[config.mk]
export PLATFORM = sky130hd
export DESIGN_NAME = bitwise_logic_pipe
export DESIGN_NICKNAME = d
export VERILOG_FILES = /design/src/rtl/bitwise_logic_pipe.sv
export SDC_FILE = /design/constraint.sdc
export NUM_CORES = 1
export LEC_CHECK = 0
export CAP_MARGIN = 5
export CORE_UTILIZATION = 25
export CTS_CLUSTER_SIZE = 12
export DETAILED_ROUTE_END_ITERATION = 12
export DONT_BUFFER_PORTS = 1
export PLACE_DENSITY = 0.49
export SYNTH_ARGS = -nofsm -noshare
export SYNTH_HDL_FRONTEND = slang
export SYNTH_SLANG_ARGS = --single-unit
[constraint.sdc]
create_clock -name clk -period 4.4 [get_ports clk]
set_clock_uncertainty 0.1 [all_clocks]
set_input_delay 0.88 -clock clk [delete_from_list [all_inputs] [get_ports clk]]
set_output_delay 0.88 -clock clk [all_outputs]
set_load 0.005 [all_outputs]
[src/rtl/bitwise_logic_pipe.sv]
// bitwise_logic_pipe: two-stage valid/ready bitwise logic unit (NOT..PASS) with a
// completed-transfer counter. Define BITWISE_LOGIC_FLAGS_EN for zero/ones/parity flags.
module bitwise_logic_pipe #(
    parameter int WIDTH = 32,
    parameter int CNT_W = 16
) (
    input  logic             clk,
    input  logic             rst_n,
    input  logic             in_valid,
    output logic             in_ready,
    input  logic [WIDTH-1:0] in_a,
    input  logic [WIDTH-1:0] in_b,
    input  logic [2:0]       in_op,
    output logic             out_valid,
    input  logic             out_ready,
    output logic [WIDTH-1:0] out_result,
    output logic             out_zero,
    output logic             out_ones,
    output logic             out_parity,
    output logic [CNT_W-1:0] op_count
);

    function automatic logic [WIDTH-1:0] logic_op(input logic [WIDTH-1:0] a,
                                                  input logic [WIDTH-1:0] b,
                                                  input logic [2:0]       op);
        logic [WIDTH-1:0] r;
        case (op)
            3'd0:    r = ~a;
            3'd1:    r = a & b;
            3'd2:    r = a | b;
            3'd3:    r = a ^ b;
            3'd4:    r = ~(a & b);
            3'd5:    r = ~(a | b);
            3'd6:    r = ~(a ^ b);
            3'd7:    r = a;
            default: r = a;
        endcase
        return r;
    endfunction

    function automatic logic parity_of(input logic [WIDTH-1:0] v);
        return ^v;
    endfunction

    logic             s1_valid_r;
    logic [WIDTH-1:0] a_r;
    logic [WIDTH-1:0] b_r;
    logic [2:0]       op_r;
    logic             s2_valid_r;
    logic [WIDTH-1:0] result_r;
    logic [CNT_W-1:0] count_r;
    logic             s2_free_s;
    logic             in_fire_s;
    logic             move_s;
    logic             out_fire_s;
    logic [WIDTH-1:0] result_s;

    // Handshake decode; in_ready sees out_ready combinationally so a draining S2 frees S1.
    always_comb begin
        s2_free_s  = !s2_valid_r || out_ready;
        in_ready   = !s1_valid_r || s2_free_s;
        in_fire_s  = in_valid && in_ready;
        move_s     = s1_valid_r && s2_free_s;
        out_fire_s = s2_valid_r && out_ready;
        result_s   = logic_op(a_r, b_r, op_r);
    end

    // Stage 1 capture: an item held here is only replaced once it moves on.
    always_ff @(posedge clk or negedge rst_n) begin
        if (!rst_n) begin
            s1_valid_r <= 1'b0;
            a_r        <= {WIDTH{1'b0}};
            b_r        <= {WIDTH{1'b0}};
            op_r       <= 3'd0;
        end else if (in_fire_s) begin
            s1_valid_r <= 1'b1;
            a_r        <= in_a;
            b_r        <= in_b;
            op_r       <= in_op;
        end else if (move_s) begin
            s1_valid_r <= 1'b0;
        end
    end

    // Stage 2: result register, loaded only from a valid S1 so stale operands never leak.
    always_ff @(posedge clk or negedge rst_n) begin
        if (!rst_n) begin
            s2_valid_r <= 1'b0;
            result_r   <= {WIDTH{1'b0}};
        end else if (move_s) begin
            s2_valid_r <= 1'b1;
            result_r   <= result_s;
        end else if (out_fire_s) begin
            s2_valid_r <= 1'b0;
        end
    end

    // Completed-transfer counter, wraps naturally at 2^CNT_W.
    always_ff @(posedge clk or negedge rst_n) begin
        if (!rst_n) begin
            count_r <= {CNT_W{1'b0}};
        end else if (out_fire_s) begin
            count_r <= count_r + CNT_W'(1);
        end
    end

`ifdef BITWISE_LOGIC_FLAGS_EN
    logic zero_r;
    logic ones_r;
    logic parity_r;

    // Flags share the load condition of result_r, so they hold with it while stalled.
    always_ff @(posedge clk or negedge rst_n) begin
        if (!rst_n) begin
            zero_r   <= 1'b0;
            ones_r   <= 1'b0;
            parity_r <= 1'b0;
        end else if (move_s) begin
            zero_r   <= (result_s == {WIDTH{1'b0}});
            ones_r   <= (result_s == {WIDTH{1'b1}});
            parity_r <= parity_of(result_s);
        end
    end

    assign out_zero   = zero_r;
    assign out_ones   = ones_r;
    assign out_parity = parity_r;
`else
    assign out_zero   = 1'b0;
    assign out_ones   = 1'b0;
    assign out_parity = 1'b0;
`endif

    assign out_valid  = s2_valid_r;
    assign out_result = result_r;
    assign op_count   = count_r;

endmodule

==> impl_metrics.ini, run 1 <==
[run_status]
status = complete, no violations

[pwr]
vdd_drop_max_uv = 258
p_sw_uw = 1330
seq_power_share_pct = 40.1
p_comb_share_pct = 23.4
swShare_pct = 32.4
p_leak_uw = 0.00371
intPower_uw = 2760
powerDensity_nw_per_um2 = 482
p_clk_share_pct = 36.5

[synthesis]
synth_edf_count = 0
async_flop_share_pct = 100
synth_area_leaders = dfrtp_1 38%, mux2_2 12%, ha_1 11%, nand2_1 4.3%, inv_1 3.3%
yosysSeqAreaShare_pct = 38.4
synth_area_leader_cell = dfrtp_1
yosysWarnings = 0
netlist_instances = 777
synth_area_per_cell_sq_um = 9.82
synth.top_cell.area_share_pct = 38.4
synth_cell_types = 47
ys.flop_type = dfrtp_1
syn_area_sq_um = 7630
ys_ff_latch = 117

[worst_setup_path]
criticalPathCategory = flop to flop
path_max_fanout = 103
startpoint_type = flop
rr_endpoint = out_result[23]$_DFFE_PN0P_
r2r-start = op_r[0]$_DFFE_PN0P_
reg2regPathDepth = 4
critical_path_arrival_ns = 2.83
critPathRequiredTime_ns = 4.61
endpoint_kind = flop
r2r_slack_ns = 1.78

[floorplan]
io_pins = 124
die_x_microns = 177
rows = 63
dieHeight_microns = 177
coreArea_sq_um = 29900
dieArea_sq_um = 31200
start_util_pct = 25.5

[detailed_routing]
drtIter0Drc = 322
wl_mm = 19.2
drtAntennaViolNets = 0
drc = 0
vias = 5523
avgViaCountPerCell = 4.82
first_pass_iters = 4
wl_per_cell_microns = 16.7

[timing]
drv_slew = 0
tns_ns = 0
fmax_mhz = 382
fin_crit_sh_pct = 59.5
min_period_ns = 2.62
hold_ws_ns = 0.0483
hold_viol_final = 0
worst_pin_slew_ns = 1.01
rsz0062_at_grt = no
slew_headroom_pct = 32.9
setup_violations = 0

[cells_and_area]
fill_cells = 3090
stdcell_area_sq_um = 8480
finalNonFillerCells = 1145
multiInputGateArea_sq_um = 4140
final_nets = 877
syn_to_final_growth_pct = 11.1
drive_gt1_share_pct = 18.1
regArea_sq_um = 2940

[clocking]
cts-root-buf = clkbuf_16
cts-hold-fix-buffers = 0
clockBufferDepth = 2
cts_buffers = 17
cts_setup_buffers = 0
clk_pin_slew_ns = 0.06
cts_sinks = 117
htree_num_levels = 4
cts_tree = done
post_cts_resized = 0
insertion_delay_ns = 0.43

[run]
drv_cap = 0

[global_route]
overflow = 0
antenna_found_initial = 5
grt_max_degree = 118
grtUsageTotal_pct = 12.8
grt_pass1_wl_mm = 30.3
grt_pass1_vias = 5219

[place]
dp_hpwl_mm = 12.1
dpl-instance-area_sq_um = 7860
dp.cells = 1112
port-buffer-count = 0
place.gp.congestion = 0.720

[worst_hold_path]
hold_class = input pin to asynchronous set/reset pin
sequential cells by signal (all words and copies together) (netlist names):
register,cells
a_r,32
b_r,32
op_count,16
op_r,3
out_result,32
out_valid,1
s1_valid_r,1
critical path, stage by stage, from the launching register on:
cell      delay [ns]
dfrtp_4         1.05
nand2b_1        0.58
o22ai_1         0.16
a221o_1         0.38
a22o_1          0.18
how the worst max path moves through the flow:
| stage | slack (ns) | depth (start not counted) | to | from |
|---|---|---|---|---|
| after global routing | 1.60 | 4 | out_result[29]$_DFFE_PN0P_ | op_r[0]$_DFFE_PN0P_ |
| final | 1.78 | 4 | out_result[23]$_DFFE_PN0P_ | op_r[0]$_DFFE_PN0P_ |
| after detailed placement | 1.75 | 3 | a_r[14]$_DFFE_PN0P_ | out_ready |
| after floorplan | 2.27 | 5 | b_r[10]$_DFFE_PN0P_ | out_ready |
| after CTS | 1.76 | 4 | out_result[23]$_DFFE_PN0P_ | op_r[0]$_DFFE_PN0P_ |
| after global placement | 1.79 | 4 | out_result[29]$_DFFE_PN0P_ | op_r[0]$_DFFE_PN0P_ |
cell type report:
class | instances | area share (%)
Antenna cell | 2 | 0.0590
Timing Repair Buffer | 5 | 0.443
Multi-Input combinational cell | 533 | 48.8
Clock inverter | 8 | 1.45
Sequential cell | 117 | 34.7
Tap cell | 390 | 5.75
Clock buffer | 23 | 5.87
Inverter | 67 | 2.97
synth_stat cells (all sizes together) (4+ instances only):
cell and count:
nor2b 11, o22ai 31, dfrtp 117, or3 10, buf 49, o2bb2ai 21
o21ai 24, or2 12, nor2 5, a22o 19, nand2b 6, nand2 89
o32ai 8, inv 67, clkbuf 13, a211o 8, mux2i 9, a31oi 10
nand3 23, nand4 4, and2 9, a32oi 10, a221o 11, xnor2 12
a21oi 31, ha 65, mux2 81
kinds of logic after synthesis:
logic type	count (synthesis)	share of synthesized area, %
fa+ha+maj	65	10.7
simple gates	181	11.7
xor+xnor	15	1.72
other cells	1	0.0491
flops	117	38.4
compound gates	179	16.7
mux	90	13.1
buf+inv	129	7.72
metrics by stage:
stage	worst slack, ns	power (uW)	utilization, %
global route	1.60	4370	28.4
finish	1.78	4090	28.4
CTS	1.76	4170	28.4
detailed placement	1.75	2630	26.3
floorplan	2.27	2380	-
global placement	1.79	2610	26.3
power by group through the flow:
stage / combinational, uW / clock, uW / sequential (uW)
CTS: 963 / 1550 / 1650
global route: 1080 / 1590 / 1700
finish: 955 / 1490 / 1640
global placement: 938 / 0 / 1670
floorplan: 898 / 0 / 1480
detailed placement: 957 / 0 / 1670
metal layers:
| layer | vias up | share of wire [%] | global-route usage [%] |
|---|---|---|---|
| met5 | - | 0.18 | 0 |
| met4 | 6 | 1.9 | 5.71 |
| met3 | 24 | 5.2 | 4.12 |
| met2 | 125 | 46 | 19.6 |
| met1 | 2679 | 47 | 16.3 |
| li1 | 2689 | - | - |
layout by cell type (no fill, tap or decap), types with 4 or more instances in the layout:
cell type,count
or3_1,10
nand4_1,4
a211o_1,8
o21ai_0,24
mux2_2,81
o2bb2ai_1,21
clkbuf_8,5
mux2i_1,9
ha_1,65
o22ai_1,31
nand2b_1,6
o32ai_1,8
dfrtp_1,114
xnor2_1,12
a22o_1,19
a21oi_1,31
buf_4,5
or2_2,12
nand3_1,23
a31oi_1,10
clkbuf_16,17
a32oi_1,10
and2_1,9
inv_1,67
nor2_1,5
a221o_1,11
nor2b_1,11
nand2_1,86
No activity file was read; power rests on OpenSTA's default activity.
==> inputs of run 2 (changes only) <==
Settings changed: PLACE_DENSITY 0.49 to 0.51.
Clock period 4.4 ns to 2.3 ns, I/O delays scaled along.
==> run 2 against run 1 <==
  * The flow now finishes with violations (hold timing)
  * Setup slack worse by 1.4 ns
  * Sequential power is 87% higher
  * Via count hardly changed
  * Critical path depth is 1 higher
==> impl_metrics.ini, run 2 (synthesized netlist as in run 1, its figures left out) <==
[timing]
setup_violations = 0
fin_crit_sh_pct = 84.4
fmax_mhz = 515
min_period_ns = 1.94
hold_ws_ns = -0.371
hold_viol_final = 117
tns_ns = 0
drv_slew = 0
rsz0062_at_grt = no
worst_pin_slew_ns = 0.589
slew_headroom_pct = 60.4

[detailed_routing]
wl_per_cell_microns = 16.7
drtAntennaViolNets = 0
wl_mm = 19.5
drc = 0
first_pass_iters = 4
avgViaCountPerCell = 4.74
vias = 5522
drtIter0Drc = 278

[clocking]
clockBufferDepth = 2
insertion_delay_ns = 0.43
cts_buffers = 17
htree_num_levels = 4
cts-root-buf = clkbuf_16
clk_pin_slew_ns = 0.06
cts_tree = done
cts_sinks = 117

[cells_and_area]
drive_gt1_share_pct = 20.1
syn_to_final_growth_pct = 13.8
final_cell_mix = 114 x dfrtp_1, 86 x nand2_1, 81 x mux2_2
final_nets = 894
fill_cells = 3072
layout_commonest_cell = dfrtp_1
final_util_pct = 29.1

[global_route]
grtUsageTotal_pct = 13.0
grt_max_degree = 118
overflow = 0
grt_pass1_vias = 5342
antenna_found_initial = 6
grt_pass1_wl_mm = 31.2

[worst_setup_path]
critPathRequiredTime_ns = 2.52
startpoint_type = flop
critical_path_arrival_ns = 2.16
criticalPathCategory = flop to flop
path_max_fanout = 35
endpoint_kind = flop

[place]
dp_hpwl_mm = 13.0
place.gp.congestion = 0.765
port-buffer-count = 0

[run_status]
status = complete, but fails checks
violations = hold timing

[floorplan]
rows = 63
io_pins = 124
coreArea_sq_um = 29900
die_x_microns = 177
dieHeight_microns = 177
start_util_pct = 25.5
dieArea_sq_um = 31200

[pwr]
vdd_drop_max_uv = 553
powerDensity_nw_per_um2 = 915
p_leak_uw = 0.00381

[worst_hold_path]
hold_class = input pin to asynchronous set/reset pin

[run]
drv_cap = 0
run 2: cell types whose count changed in the layout (fill, tap and decap cells not counted), moves of 5 or more:
cell and delta:
buf_12 +5, clkinv_4 +6, clkbuf_8 -5, buf_4 +12
run 2: stage by stage:
stage	cells	worst slack (ns)	total power (uW)	hold slack, ns	area (sq um)
detailed placement	1129	0.355	5100	0.0686	8050
global route	1162	0.253	8530	-0.410	8680
global placement	1129	0.363	5070	0.0677	8050
finish	1164	0.358	7950	-0.371	8690
CTS	1161	0.341	8110	-0.404	8680
floorplan	779	0.586	4560	0.0644	7640
run 2: layout make-up:
cell class | instances | area, sq um | share of cell area, %
inverters | 67 | 251 | 2.90
diodes | 3 | 7.51 | 0.0864
well taps | 390 | 488 | 5.62
flip-flops and latches | 117 | 2940 | 33.8
multi-input cells | 533 | 4140 | 47.7
clock inverters | 15 | 208 | 2.39
repair buffers | 22 | 228 | 2.62
clock buffers | 17 | 425 | 4.90
run 2: final timing paths:
check	endpoint	from	slack (ns)	cells past startpoint
min in group clk	s1_valid_r$_DFFE_PN0P_	in_valid	0.04	1
setup reg to reg	out_result[12]$_DFFE_PN0P_	op_r[1]$_DFFE_PN0P_	0.36	5
hold reg to reg	op_count[15]$_DFFE_PN0P_	op_count[15]$_DFFE_PN0P_	0.40	1
max in group asynchronous	op_r[2]$_DFFE_PN0P_	rst_n	2.17	0
hold / removal	a_r[7]$_DFFE_PN0P_	rst_n	-0.37	0
setup / recovery	out_result[12]$_DFFE_PN0P_	op_r[1]$_DFFE_PN0P_	0.36	5
run 2: repair_timing:
item / 4_1_cts / 5_1_grt
hold endpoints to repair: 117 / 117
resized for setup: 0 / 0
buffers inserted: 0 / 0
run 2: layer usage:
metal / part of all wire, % / routed length, microns / GRT usage, % / vias to the layer above
met5: 0.34 / 67 / 0 / -
met2: 46 / 8960 / 20.0 / 119
met3: 6.2 / 1200 / 4.70 / 23
met4: 1.5 / 291 / 4.85 / 8
met1: 46 / 8970 / 16.7 / 2640
li1: - / - / - / 2732
run 2: worst max-delay path, cell delays in order, from the launching register on:
cell     delay, ns
dfrtp_4       0.66
buf_4         0.26
mux2i_1       0.19
o21ai_0       0.10
a211o_1       0.32
a22o_1        0.18
run 2: power breakdown:
part | leakage (uW) | switching, uW | internal [uW]
clock network | 0.000295 | 1080 | 1820
logic | 0.00213 | 960 | 1020
registers | 0.00139 | 579 | 2490
